$ cat src/rtl/motor_move_if.sv
// -----------------------------------------------------------------------------
// motor_move_if
// Bundle of the command handshake and motor-driver outputs of motor_move_ctrl.
//
// Handshake: a command transfers on a rising clk edge where cmd_valid and
// cmd_ready are both high. cmd_op/cmd_steps must be stable while cmd_valid is
// high. The master may hold cmd_valid high indefinitely; the command is taken
// in the first cycle cmd_ready is high.
//
// Signals:
//   cmd_valid  master->slave  command offered
//   cmd_ready  slave->master  controller can accept a command
//   cmd_op     master->slave  0=STOP 1=FWD 2=BACK 3=LEFT 4=RIGHT, 5-7=STOP
//   cmd_steps  master->slave  number of step periods to run
//   abort      master->slave  terminate the current move early
//   dir_l      slave->master  left motor direction (0=hold, 1/2=rotate)
//   dir_r      slave->master  right motor direction
//   busy       slave->master  high while running or settling
//   done       slave->master  one-cycle completion pulse
//   aborted    slave->master  move ended by abort; held until next accept
//   steps_left slave->master  remaining steps of the current move
//   state      slave->master  debug view of the controller FSM state
// -----------------------------------------------------------------------------
interface motor_move_if;
    logic        cmd_valid;
    logic        cmd_ready;
    logic [2:0]  cmd_op;
    logic [15:0] cmd_steps;
    logic        abort;
    logic [1:0]  dir_l;
    logic [1:0]  dir_r;
    logic        busy;
    logic        done;
    logic        aborted;
    logic [15:0] steps_left;
    logic [1:0]  state;

    modport master (
        output cmd_valid, cmd_op, cmd_steps, abort,
        input  cmd_ready, dir_l, dir_r, busy, done, aborted, steps_left, state
    );

    modport slave (
        input  cmd_valid, cmd_op, cmd_steps, abort,
        output cmd_ready, dir_l, dir_r, busy, done, aborted, steps_left, state
    );
endinterface

$ cat src/rtl/motor_move_ctrl.sv
// -----------------------------------------------------------------------------
// motor_move_ctrl
// Move sequencer for the two-wheel stepper drive. Accepts one motion command
// at a time, drives the driver direction inputs for an exact number of step
// periods, holds both motors stopped for a settle interval, then pulses done.
//
// Ports:
//   clk   system clock
//   rst   synchronous, active-high reset
//   bus   motor_move_if.slave: command handshake, abort, direction outputs,
//         status (busy/done/aborted/steps_left) and debug FSM state
//
// Parameters:
//   STEP_DIV    clk cycles per step period (>= 2)
//   SETTLE_CYC  clk cycles with both directions at 0 after a move (>= 1)
//   RAMP_STEPS  number of initial double-length steps (ramp build only)
//
// Build option:
//   MOTOR_RAMP_EN  when defined, the first min(RAMP_STEPS, cmd_steps) steps of
//                  each move last 2*STEP_DIV cycles; otherwise every step
//                  lasts STEP_DIV cycles.
// -----------------------------------------------------------------------------
module motor_move_ctrl #(
    parameter int STEP_DIV   = 100000,
    parameter int SETTLE_CYC = 50000,
    parameter int RAMP_STEPS = 8
) (
    input logic        clk,
    input logic        rst,
    motor_move_if.slave bus
);

    localparam logic [1:0] S_IDLE   = 2'd0;
    localparam logic [1:0] S_RUN    = 2'd1;
    localparam logic [1:0] S_SETTLE = 2'd2;
    localparam logic [1:0] S_DONE   = 2'd3;

    // Divider must hold up to 2*STEP_DIV-1 for the slow ramp periods.
    localparam int DIV_W = $clog2(2 * STEP_DIV);
    localparam int SET_W = (SETTLE_CYC > 1) ? $clog2(SETTLE_CYC) : 1;

    localparam logic [DIV_W-1:0] DIV_LAST      = DIV_W'(STEP_DIV - 1);
    localparam logic [DIV_W-1:0] DIV_LAST_SLOW = DIV_W'(2 * STEP_DIV - 1);
    localparam logic [SET_W-1:0] SET_LAST      = SET_W'(SETTLE_CYC - 1);

`ifdef MOTOR_RAMP_EN
    localparam bit RAMP_ON = 1'b1;
`else
    localparam bit RAMP_ON = 1'b0;
`endif

    logic [1:0]       state;
    logic [DIV_W-1:0] div_cnt;
    logic [SET_W-1:0] set_cnt;
    logic [15:0]      step_cnt;     // steps completed in the current move
    logic [15:0]      steps_left_q;
    logic             aborted_q;
    logic [1:0]       dir_l_q;
    logic [1:0]       dir_r_q;

    logic [DIV_W-1:0] period_last;
    logic             tick;
    logic [3:0]       cmd_dirs;

    // {dir_l, dir_r} for an opcode; all zero means no motion (STOP).
    function automatic logic [3:0] dir_map(input logic [2:0] op);
        case (op)
            3'd1:    dir_map = {2'd1, 2'd2};  // FWD
            3'd2:    dir_map = {2'd2, 2'd1};  // BACK
            3'd3:    dir_map = {2'd2, 2'd2};  // LEFT
            3'd4:    dir_map = {2'd1, 2'd1};  // RIGHT
            default: dir_map = 4'd0;          // STOP and reserved codes
        endcase
    endfunction

    assign cmd_dirs = dir_map(bus.cmd_op);

    // With the ramp disabled RAMP_ON folds the slow-period select away.
    always_comb begin
        period_last = DIV_LAST;
        if (RAMP_ON && (32'(step_cnt) < RAMP_STEPS)) begin
            period_last = DIV_LAST_SLOW;
        end
    end

    assign tick = (div_cnt == period_last);

    always_ff @(posedge clk) begin
        if (rst) begin
            state        <= S_IDLE;
            div_cnt      <= '0;
            set_cnt      <= '0;
            step_cnt     <= '0;
            steps_left_q <= '0;
            aborted_q    <= 1'b0;
            dir_l_q      <= 2'd0;
            dir_r_q      <= 2'd0;
        end else begin
            case (state)
                S_IDLE: begin
                    if (bus.cmd_valid) begin
                        steps_left_q <= bus.cmd_steps;
                        aborted_q    <= 1'b0;
                        dir_l_q      <= cmd_dirs[3:2];
                        dir_r_q      <= cmd_dirs[1:0];
                        div_cnt      <= '0;
                        step_cnt     <= '0;
                        set_cnt      <= '0;
                        if (cmd_dirs == 4'd0 || bus.cmd_steps == 16'd0) begin
                            state <= S_DONE;
                        end else begin
                            state <= S_RUN;
                        end
                    end
                end
                S_RUN: begin
                    // The final tick wins over a coincident abort so the move
                    // still reports a normal completion.
                    if (tick && steps_left_q == 16'd1) begin
                        steps_left_q <= 16'd0;
                        div_cnt      <= '0;
                        set_cnt      <= '0;
                        state        <= S_SETTLE;
                    end else if (bus.abort) begin
                        aborted_q <= 1'b1;
                        set_cnt   <= '0;
                        state     <= S_SETTLE;
                    end else if (tick) begin
                        steps_left_q <= steps_left_q - 16'd1;
                        step_cnt     <= step_cnt + 16'd1;
                        div_cnt      <= '0;
                    end else begin
                        div_cnt <= div_cnt + 1'b1;
                    end
                end
                S_SETTLE: begin
                    if (set_cnt == SET_LAST) begin
                        state <= S_DONE;
                    end else begin
                        set_cnt <= set_cnt + 1'b1;
                    end
                end
                S_DONE: begin
                    state <= S_IDLE;
                end
                default: begin
                    state <= S_IDLE;
                end
            endcase
        end
    end

    // Directions drop the moment reset is asserted, not only after the edge.
    assign bus.dir_l      = (state == S_RUN && !rst) ? dir_l_q : 2'd0;
    assign bus.dir_r      = (state == S_RUN && !rst) ? dir_r_q : 2'd0;
    assign bus.cmd_ready  = (state == S_IDLE);
    assign bus.busy       = (state == S_RUN) || (state == S_SETTLE);
    assign bus.done       = (state == S_DONE);
    assign bus.aborted    = aborted_q;
    assign bus.steps_left = steps_left_q;
    assign bus.state      = state;

endmodule

$ cat src/flat_wrapper.sv
// flat-port wrapper written by rule: the top's interface ports become plain ports
module motor_move_ctrl_flat 
#(
    parameter int STEP_DIV   = 100000,
    parameter int SETTLE_CYC = 50000,
    parameter int RAMP_STEPS = 8
)
  (clk, rst, bus_cmd_valid, bus_cmd_op, bus_cmd_steps, bus_abort, bus_cmd_ready, bus_dir_l, bus_dir_r, bus_busy, bus_done, bus_aborted, bus_steps_left, bus_state);
  motor_move_if bus_i ();
  input logic clk;
  input logic rst;
  input wire logic [$bits(bus_i.cmd_valid)-1:0] bus_cmd_valid;
  input wire logic [$bits(bus_i.cmd_op)-1:0] bus_cmd_op;
  input wire logic [$bits(bus_i.cmd_steps)-1:0] bus_cmd_steps;
  input wire logic [$bits(bus_i.abort)-1:0] bus_abort;
  output wire logic [$bits(bus_i.cmd_ready)-1:0] bus_cmd_ready;
  output wire logic [$bits(bus_i.dir_l)-1:0] bus_dir_l;
  output wire logic [$bits(bus_i.dir_r)-1:0] bus_dir_r;
  output wire logic [$bits(bus_i.busy)-1:0] bus_busy;
  output wire logic [$bits(bus_i.done)-1:0] bus_done;
  output wire logic [$bits(bus_i.aborted)-1:0] bus_aborted;
  output wire logic [$bits(bus_i.steps_left)-1:0] bus_steps_left;
  output wire logic [$bits(bus_i.state)-1:0] bus_state;
  assign bus_i.cmd_valid = bus_cmd_valid;
  assign bus_i.cmd_op = bus_cmd_op;
  assign bus_i.cmd_steps = bus_cmd_steps;
  assign bus_i.abort = bus_abort;
  assign bus_cmd_ready = bus_i.cmd_ready;
  assign bus_dir_l = bus_i.dir_l;
  assign bus_dir_r = bus_i.dir_r;
  assign bus_busy = bus_i.busy;
  assign bus_done = bus_i.done;
  assign bus_aborted = bus_i.aborted;
  assign bus_steps_left = bus_i.steps_left;
  assign bus_state = bus_i.state;
  motor_move_ctrl #(.STEP_DIV(STEP_DIV), .SETTLE_CYC(SETTLE_CYC), .RAMP_STEPS(RAMP_STEPS)) u_core (.clk(clk), .rst(rst), .bus(bus_i));
endmodule
$ cat config.mk
export PLATFORM = sky130hd
export DESIGN_NAME = motor_move_ctrl_flat
export DESIGN_NICKNAME = d
export VERILOG_FILES = /design/src/rtl/motor_move_if.sv /design/src/rtl/motor_move_ctrl.sv /design/src/flat_wrapper.sv
export SDC_FILE = /design/constraint.sdc
export NUM_CORES = 1
export LEC_CHECK = 0
export BUFFER_PORTS_ARGS = -buffer_cell sky130_fd_sc_hd__buf_2
export CORE_ASPECT_RATIO = 0.9
export CORE_MARGIN = 1.5
export CORE_UTILIZATION = 30
export CTS_BUF_LIST = sky130_fd_sc_hd__clkbuf_2 sky130_fd_sc_hd__clkbuf_4 sky130_fd_sc_hd__clkbuf_8
export DETAILED_ROUTE_END_ITERATION = 16
export PLACE_DENSITY = 0.54
export SYNTH_ARGS = -nofsm -noshare
export SYNTH_HDL_FRONTEND = slang
export SYNTH_SLANG_ARGS = --single-unit
$ cat constraint.sdc
create_clock -name clk -period 4.6 [get_ports clk]
set_input_delay 0.46 -clock clk [delete_from_list [all_inputs] [get_ports clk]]
set_output_delay 0.46 -clock clk [all_outputs]
set_load 0.03 [all_outputs]
== Word-level counts from Yosys, hierarchy flattened ==
Index checks and enable logic that the tools add are counted.

* Bits in registers: 57
* Output and inout port bits: 26

* Add/sub/neg operators: 3
* Muxes and demuxes: 28
* Reduce and logical (&&, ||, !) cells: 16
* Equal/unequal tests: 18

{| class="wikitable"
|+ Operator list
! operator !! count
|-
| $mux 16 || 8
|-
| $mux 18 || 4
|-
| $pmux 16 s3 || 1
|-
| $pmux 18 s2 || 1
|-
| $pmux 16 s2 || 1
|-
| $add 18x1->18 const B || 1
|-
| $eq 18x17->1 const B || 1
|-
| $add 16x1->16 const B || 1
|-
| $eq 16x1->1 const B || 1
|-
| $eq 16x16->1 const B || 1
|-
| $logic_not 16->1 || 1
|-
| $pmux 4 s4 || 1
|-
| $sub 16x1->16 const B || 1
|-
| $mux 2 || 7
|-
| $reduce_and 4->1 || 3
|-
| $ne 2x2->1 const B || 4
|-
| $pmux 2 s4 || 1
|-
| $eq 3x2->1 const B || 2
|-
| $ne 3x2->1 const B || 2
|-
| $reduce_and 3->1 || 2
|-
| $eq 2x2->1 const B || 2
|-
| $logic_not 4->1 || 1
|-
| $eq 3x1->1 const B || 1
|-
| $eq 3x3->1 const B || 1
|-
| 12 further kinds || 16
|}

== Logic depth before layout (Yosys ltp) ==
Gate-level depths: netlist (run 1).

* Depth after elaboration: 7
* Mapped depth: 11
* Gate-level depth less buffers: 8

== Least setup slack after synthesis (run 1) ==
Ideal clock, no wire load.

* Path type: reg-to-reg
* From: reg u_core.state[0] (netlist: u_core.bus.state[0])
* To: reg u_core.div_cnt[11]
* Path buffers: 3
* Period minus slack after synthesis: 2410 ps
* Stages on the path, launching flop included: 12
* Path slack: 2190 ps
* Arrival: 2292 ps
* Library setup time: 117 ps
* Cell sequence: dfxtp_1 inv_1 ha_1 clkbuf_1 nand2_1 o21a_1 a21oi_1 buf_4 buf_4 nand4_1 xor2_1 nor2_1

* Word-level cells in the longest chain between the ends: 3
* Elaborated cells between the ends (all ways): 7
* Those cells by class: eq/ne (3); mux (1); reduce/logical (3)

{| class="wikitable"
|+ RTL lines
! element !! line !! text
|-
| from (decl) || motor_move_ctrl.sv:52 || <nowiki>logic [1:0] state;</nowiki>
|-
| from (signal assigned) || motor_move_ctrl.sv:90 || <nowiki>state <= S_IDLE;</nowiki>
|-
| from (signal assigned) || motor_move_ctrl.sv:110 || <nowiki>state <= S_DONE;</nowiki>
|-
| from (signal assigned) || motor_move_ctrl.sv:112 || <nowiki>state <= S_RUN;</nowiki>
|-
| $logic_not 2->1 * || n/a ||
|-
| via bus_cmd_ready || flat_wrapper.sv:16 || <nowiki>output wire logic [$bits(bus_i.cmd_ready)-1:0] bus_cmd_ready;</nowiki>
|-
| $ne 2x2->1 (no line) or $reduce_bool 2->1 (tied branches) || n/a ||
|-
| $reduce_and 3->1 (no line) || n/a ||
|-
| to (signal assigned) || motor_move_ctrl.sv:133 || <nowiki>div_cnt <= div_cnt + 1'b1;</nowiki>
|-
| to (decl) || motor_move_ctrl.sv:53 || <nowiki>logic [DIV_W-1:0] div_cnt;</nowiki>
|}

Mark *: on every way through the listed nets, which the timed path passes. The rest lies on a longest branch.
A chain may end at the register's enable or synchronous reset.

== Final worst setup path (run 1) ==
* From: reg u_core.state[1] (netlist: u_core.bus.state[1])
* To: reg u_core.div_cnt[14]

* Word-level cells in the longest chain between the ends: 3
* Elaborated cells between the ends (all ways): 7
* Those cells by class: eq/ne (3); mux (1); reduce/logical (3)

{| class="wikitable"
|+ RTL lines
! element !! line !! text
|-
| $eq 2x1->1 or $logic_not 2->1 (tied branches) || motor_move_ctrl.sv:99 || <nowiki>case (state)</nowiki>
|-
| $ne 3x2->1 (no line) (tied with other cells) || n/a ||
|-
| $reduce_and 3->1 (no line) || n/a ||
|}

Several ways; a longest one is shown, not always the timed one.

==> metrics.md, run 1 <==
| Metric | Value |
|---|---|
| Portion of total power attributed to combinational logic | 0.509 |
| Skew-Pair Late Insertion Delay | 0.35 ns |
| Share of the synthesized area in the top cell type | 0.3214 |
| Drt total wl | 10,630 um |
| Synth top cells by count | 62 x sky130_fd_sc_hd__nand2_1, 57 x sky130_fd_sc_hd__dfxtp_1, 53 x sky130_fd_sc_hd__nor2_1 |
| Master of the slowest instance on the critical path | sky130_fd_sc_hd__nand2_1 |
| Worst slack on hold paths | 0.3835 ns |
| Synth Net Count | 491 |
| DRC violations left | 0 |
| Starting DRC count in detailed routing | 365 |
| CTS H-tree depth | 3 |
| Clock transition time at the flip-flop clock pins of the worst setup and hold paths | 0.06 ns |
| Number of flops mapped to enable cells by yosys | 0 |
| Cts hold-fix bufs | 0 |
| Most instantiated flip-flop cell in the synthesis netlist | sky130_fd_sc_hd__dfxtp_1 |
| Fraction of power consumed by the clock network | 0.211 |
| Setup repair after global routing missed its margin | false |
| CTS tree | built |
| Die outline width | 117.7 um |
| Share of layout cells above drive strength 1 | 0.1743 |
| Gr usage total | 0.1732 |
| Worst setup EP type | register |
| Global route overflow | 0 |
| Quantity of gates resized following cts | 0 |
| Normalized max-slew margin | 0.2786 |
| Worst-case clock buffer depth | 2 |
| Data required time of the critical path | 4.81 ns |
| Final setup vio count | 0 |
| Post-route core utilization | 0.3567 |
| Clock Skew | 0.009362 ns |
| Ports | 49 |
| Maximum clock frequency | 360.4 MHz |
| Number of unique standard cell types used by synthesis | 64 |
| # nets final | 532 |
| Number of buffer and inverter stages on the critical path | 2 |
| Total via count after detailed routing | 3,652 |
| Vias per Instance | 5.525 |
| Area of the core | 0.01148 sq mm |
| Total of fill cells in the finished design | 1,235 |
| Netlist Area Pre-Place | 0.003551 sq mm |
| Path class of the lowest-slack min-delay path | primary input to register |
| Outcome | completed |
| Synthesized instance count | 460 |
| Power Total | 2292 uW |
| Row count | 37 |
| Worst path cell trace | inv_1 -> ha_1 -> inv_1 -> o21a_1 -> a21oi_1 -> nand2_1 -> nand2_1 -> nor2_1 |
| Final period utilization | 0.6033 |
| Max-cap violations | 0 |
| Most area-hungry cell type in the Yosys netlist | sky130_fd_sc_hd__dfxtp_1 |
| Cell at the root of the clock tree | sky130_fd_sc_hd__clkbuf_8 |
| TritonRoute pass-1 iters | 5 |
| CP arrival | 2.99 ns |
| Number of port buffers | 48 |
| First-pass GRT wire length | 17,350 um |
| Die footprint | 0.01250 sq mm |
| Delay of the slowest critical-path stage | 0.55 ns |
| Dominant delay contributor by cell family on the critical path | simple AND/OR/NAND/NOR gates |
| Post-CTS Setup Repair Bufs | 0 |
| Final number of hold-violating endpoints | 0 |
| Most used standard cell by instance count after synthesis | sky130_fd_sc_hd__nand2_1 |
| Critical Path Start Type | register |
| Switching part of the total | 0.4851 |
| Maximum number of pins on one net before global-route repair | 40 |
| Share of synthesized flip-flops with an asynchronous set or reset | 0 |
| Placer's final routability congestion estimate | 0.8779 |
| Register bit count reported by yosys | 57 |
| Sequential-to-total area share from yosys stat | 0.3214 |
| Number of placed instances, taps included | 646 |
| Final Slew Violations | 0 |
| Post-layout min period | 2.775 ns |
| Via count of the first global-routing pass | 3,334 |
| Layout Area Growth over Synthesis | 15.33% |
| Top post-synthesis cells by area | sky130_fd_sc_hd__dfxtp_1 32%, sky130_fd_sc_hd__nand2_1 6.6%, sky130_fd_sc_hd__nor2_1 5.6% |
| Internal power | 1180 uW |
| Switching component of the power | 1112 uW |
| Accumulated negative setup slack | 0 ns |
| Final instance count without filler cells | 661 |
| Per-cell routed wire length | 16.08 um |
| DIE HEIGHT | 106.2 um |
| Final HPWL DP | 7661 um |
| Power density relative to cell area | 559.7 mW/mm^2 |
| Diodes inserted | 0 |
| Number of sinks driven by the clock tree | 57 |
| Worst setup path category | register to register |
| Effective utilization at floorplan | 0.3093 |
| Post-synthesis average cell area | 7.719 sq um |
| Pleak | 0.001510 uW |
| Number of nets with antenna violations after routing | 0 |
| Initial antenna violation count | 0 |
| Crit path max fanout | 17 |
| Sequential share of power | 0.280 |
| Number of buffers created by CTS | 9 |
| Worst voltage drop across the vdd grid | 183.5 uV |
| Measured slew at the worst slew-check pin | 1.075 ns |
| Synth Warn # | 0 |
[routing by layer]
layer  part of all wire  routed length, um  track usage
met1               0.48               5143       0.2451
met2               0.42               4476       0.2565
met3              0.078                826      0.03809
met4              0.017                185      0.06533
met5                  0                  0            0
[cell families (layout without fill, tap and decap cells)]
| logic type | Yosys count | after routing | share of synthesized area |
|---|---|---|---|
| AO/OA/AOI/OAI | 106 | 106 | 0.1977 |
| XOR/XNOR | 18 | 18 | 0.04440 |
| adder cells (fa/ha/maj) | 8 | 8 | 0.02819 |
| buffers and inverters | 34 | 79 | 0.04545 |
| flip-flops | 57 | 57 | 0.3214 |
| multiplexers | 5 | 5 | 0.01445 |
| AND/OR/NAND/NOR | 232 | 232 | 0.3485 |
[per-stage QoR]
stage | instance area [sq um] | worst slack (ns)
6_report | 4095 | 1.825
5_1_grt | 4095 | 1.393
4_1_cts | 4095 | 1.838
3_5_place_dp | 3896 | 1.846
3_3_place_gp | 3896 | 1.906
2_1_floorplan | 3551 | 2.190
[path summary, 6_finish.rpt]
check | depth (start not counted) | slack (ns) | end | startpoint
setup / recovery | 8 | 1.82 | u_core.div_cnt[14] | u_core.bus.state[1]
hold / removal | 3 | 0.38 | u_core.bus.steps_left[14] | bus_cmd_steps[14]
hold reg to reg | 2 | 0.48 | u_core.dir_l_q[0] | u_core.dir_l_q[0]
setup reg to reg | 8 | 1.82 | u_core.div_cnt[14] | u_core.bus.state[1]
[cell type report]
cell class | instances | area, sq um | share of cell area
clock buffers | 12 | 158.9 | 0.03880
clock inverters | 3 | 40.04 | 0.009777
inverters | 13 | 48.80 | 0.01192
multi-input cells | 369 | 2248 | 0.5490
flip-flops and latches | 57 | 1141 | 0.2786
well taps | 156 | 195.2 | 0.04766
repair buffers | 51 | 262.8 | 0.06416
[worst register-to-register path: stages (launching register included)]
cell and delay, ns:
sky130_fd_sc_hd__dfxtp_1 0.35, sky130_fd_sc_hd__inv_1 0.09, sky130_fd_sc_hd__ha_1 0.42, sky130_fd_sc_hd__inv_1 0.36
sky130_fd_sc_hd__o21a_1 0.32, sky130_fd_sc_hd__a21oi_1 0.17, sky130_fd_sc_hd__nand2_1 0.28, sky130_fd_sc_hd__nand2_1 0.55
sky130_fd_sc_hd__nor2_1 0.11
[flip-flops by register name, summed over array words and instances (netlist names)]
signal and flops:
u_core.set_cnt 16, u_core.bus.steps_left 16, u_core.dir_l_q 2, u_core.bus.aborted 1, u_core.div_cnt 18, u_core.dir_r_q 2
u_core.bus.state 2
[power by group through the flow]
| stage | logic, uW | registers, uW | clock network, uW |
|---|---|---|---|
| floorplan | 776 | 734 | 0 |
| global placement | 1160 | 649 | 0 |
| detailed placement | 1150 | 651 | 0 |
| CTS | 1160 | 640 | 493 |
| global route | 1270 | 653 | 512 |
| finish | 1170 | 641 | 485 |
[cells in the final DEF, fill, tap and decap left out, types with 4 or more instances in the layout]
cell	count
sky130_fd_sc_hd__nand2_1	62
sky130_fd_sc_hd__dfxtp_1	57
sky130_fd_sc_hd__nor2_1	53
sky130_fd_sc_hd__buf_2	48
sky130_fd_sc_hd__a21oi_1	31
sky130_fd_sc_hd__nand3_1	24
sky130_fd_sc_hd__o21ai_0	24
sky130_fd_sc_hd__nor3_1	16
sky130_fd_sc_hd__nand4_1	15
sky130_fd_sc_hd__xor2_1	14
sky130_fd_sc_hd__inv_1	12
sky130_fd_sc_hd__and3_1	11
sky130_fd_sc_hd__nor4_1	11
sky130_fd_sc_hd__clkbuf_8	11
sky130_fd_sc_hd__a32o_1	8
sky130_fd_sc_hd__ha_1	8
sky130_fd_sc_hd__nor3b_1	6
sky130_fd_sc_hd__a31oi_1	6
sky130_fd_sc_hd__a221oi_1	6
sky130_fd_sc_hd__or2_2	5
sky130_fd_sc_hd__mux2i_1	4
sky130_fd_sc_hd__xnor2_1	4
sky130_fd_sc_hd__a22oi_1	4
(Power assumes the default switching activity.)
==> run 2, diff against run 1 <==
- PLACE_DENSITY: 0.54 -> 0.56
- clock period: 4.6 -> 2.3 ns (I/O delays scaled with it)
==> metrics.md, run 2 (synthesis results as in run 1) <==
| Metric | Value |
|---|---|
| Outcome | completed |
| Initial antenna violation count | 0 (unchanged) |
| Power density relative to cell area | 1133 mW/mm^2 (+100%) |
| Diodes inserted | 0 (unchanged) |
| CP arrival | 2.46 ns (-0.53 ns) |
| Skew-Pair Late Insertion Delay | 0.35 ns (about the same) |
| Area of the core | 0.01148 sq mm (unchanged) |
| Worst voltage drop across the vdd grid | 422.6 uV (+130%) |
| Drt total wl | 11,180 um (+5.1%) |
| Number of cells on the worst reg-to-reg path | 7 (-1) |
| Final HPWL DP | 8306 um (+8.4%) |
| Critical Path Start Type | register |
| Measured slew at the worst slew-check pin | 0.6529 ns (-0.4220 ns) |
| Post-route core utilization | 0.3964 (+0.03967) |
| Post-layout min period | 2.180 ns (-0.5951 ns) |
| Critical Path Sink | u_core.set_cnt[15] |
| Met1 Track Usage GR | 0.2544 (+0.009317) |
| Most frequent cells in the layout | 61 x sky130_fd_sc_hd__nand2_1, 57 x sky130_fd_sc_hd__dfxtp_1, 53 x sky130_fd_sc_hd__nor2_1 |
| Design area | 0.004551 sq mm (+11%) |
| Register-to-register setup slack | 0.12 ns (-1.70 ns) |
| Number of sinks driven by the clock tree | 57 (unchanged) |
| Die outline width | 117.7 um (unchanged) |
| Maximum clock frequency | 458.7 MHz (+27%) |
| Setup repair after global routing missed its margin | false |
| Number of buffers created by CTS | 9 (unchanged) |
| Placed Area | 0.004237 sq mm (+8.7%) |
| Via count of the first global-routing pass | 3,622 (+8.6%) |
| Row count | 37 (unchanged) |
| Final period utilization | 0.9478 (+0.3445) |
| Clock Skew | 0.007971 ns (-0.001391 ns) |
| FF-to-FF End | u_core.set_cnt[15] |
| Worst setup EP type | register |
| Vias per Instance | 5.465 (-1.1%) |
| Worst setup path category | register to register |
| Cell at the root of the clock tree | sky130_fd_sc_hd__clkbuf_8 |
| Number of flip-flops in the largest register | 18 (unchanged) |
| Number of port buffers | 48 (unchanged) |
| Worst setup path startpoint | u_core.bus.steps_left[10] |
| Placer's final routability congestion estimate | 0.9128 (+4.0%) |
| Depth of the worst hold-timing path | 3 (unchanged) |
| Pleak | 0.001755 uW (+16%) |
| Effective utilization at floorplan | 0.3093 (unchanged) |
| Path class of the lowest-slack min-delay path | primary input to register |
| # nets final | 576 (+8.3%) |
| Met2 Track Usage GR | 0.2815 (+0.02506) |
| Launching point of the worst reg2reg path | u_core.bus.steps_left[10] |
| Total via count after detailed routing | 3,858 (+5.6%) |
| Die footprint | 0.01250 sq mm (unchanged) |
| Met3 global-route usage | 0.03219 (-0.005901) |
| Ports | 49 (unchanged) |
| Per-cell routed wire length | 15.83 um (-1.6%) |
| Footprint of the multi-input gates | 0.002345 sq mm (+4.3%) |
| First-pass GRT wire length | 18,400 um (+6.0%) |
| Share of layout cells above drive strength 1 | 0.2582 (+0.08392) |
| CTS H-tree depth | 3 (unchanged) |
| Crit path max fanout | 6 (-11) |
| DIE HEIGHT | 106.2 um (unchanged) |
| Layout Area Growth over Synthesis | 28.15% |
| Clock transition time at the flip-flop clock pins of the worst setup and hold paths | 0.07 ns (about the same) |
| CTS tree | built |
| Total of fill cells in the finished design | 1,246 (+0.89%) |
| Final setup vio count | 0 (unchanged) |
| Worst-case clock buffer depth | 2 (unchanged) |
| Most crowded layer after global routing | met2 |
| Max-cap violations | 0 (unchanged) |
| Final number of hold-violating endpoints | 0 (unchanged) |
| Maximum number of pins on one net before global-route repair | 32 (-20%) |
| Global route overflow | 0 (unchanged) |
| Storage cell area | 0.001141 sq mm (unchanged) |
| Normalized max-slew margin | 0.5607 (+0.2821) |
| DRC violations left | 0 (unchanged) |
| Starting DRC count in detailed routing | 486 (+33%) |
| Largest register by flop count | u_core.div_cnt |
| TritonRoute pass-1 iters | 7 (+2) |
| Number of nets with antenna violations after routing | 0 (unchanged) |
| Gr usage total | 0.1845 (+0.01130) |
| Data required time of the critical path | 2.58 ns (-2.23 ns) |
| Leading cell type in the layout, fill and taps excluded | sky130_fd_sc_hd__nand2_1 |
| Final Slew Violations | 0 (unchanged) |
==> run 2: layer usage <==
metal / vias up / share of wire / wire, um
met5: - / 0 / 0
met4: 0 / 0.020 / 218
met3: 14 / 0.064 / 716
met2: 140 / 0.44 / 4873
met1: 1825 / 0.48 / 5366
li1: 1879 / - / -
==> run 2: report_power, final <==
| part | internal (uW) | switching [uW] |
|---|---|---|
| Sequential | 1110 | 149 |
| Combinational | 1060 | 1810 |
| Clock | 612 | 414 |
| Total | 2780 | 2370 |
==> run 2: how the worst min path moves through the flow <==
| stage | start | endpoint | slack, ns |
|---|---|---|---|
| after floorplan | bus_cmd_steps[14] | u_core.bus.steps_left[14] | 0.38 |
| after global placement | u_core.dir_l_q[0] | u_core.dir_l_q[0] | 0.46 |
| after detailed placement | u_core.dir_r_q[1] | u_core.dir_r_q[1] | 0.48 |
| after CTS | bus_cmd_steps[14] | u_core.bus.steps_left[14] | 0.15 |
| after global routing | bus_cmd_steps[0] | u_core.bus.steps_left[0] | 0.18 |
| final | bus_cmd_steps[14] | u_core.bus.steps_left[14] | 0.16 |
==> run 2: metrics by stage <==
| stage | hold slack, ns | setup TNS (ns) | instances | power [uW] | setup WS [ns] |
|---|---|---|---|---|---|
| floorplan | 0.3804 | 0 | 460 | 3034 | 0.01760 |
| global placement | 0.4614 | 0 | 689 | 3991 | 0.007854 |
| detailed placement | 0.4763 | -0.7165 | 689 | 4003 | -0.04763 |
| CTS | 0.1471 | 0 | 705 | 5058 | 0.005144 |
| global route | 0.1755 | 0 | 706 | 5508 | 0.01188 |
| finish | 0.1636 | 0 | 706 | 5156 | 0.1201 |
==> run 2: area by class of cell <==
cell class,count,area share
Clock buffer,14,0.03959
Timing Repair Buffer,95,0.1331
Tap cell,156,0.04289
Clock inverter,2,0.007699
Multi-Input combinational cell,369,0.5153
Inverter,13,0.01072
Sequential cell,57,0.2508
==> run 2: timing repair <==
action / in CTS / in global routing
setup endpoints to repair: 24 / 41
pin swaps: 0 / 6
resized for setup: 2 / 13
buffers inserted: 0 / 1
hold buffers: 0 / 0
==> run 2: critical path, cell delays in order, from the launching register on <==
cell and delay [ns]:
sky130_fd_sc_hd__dfxtp_1 0.37, sky130_fd_sc_hd__nor3_4 0.38, sky130_fd_sc_hd__nand3_4 0.14, sky130_fd_sc_hd__nor4_4 0.33, sky130_fd_sc_hd__buf_4 0.19, sky130_fd_sc_hd__o21ai_2 0.07
sky130_fd_sc_hd__or4_1 0.47, sky130_fd_sc_hd__o22ai_1 0.14
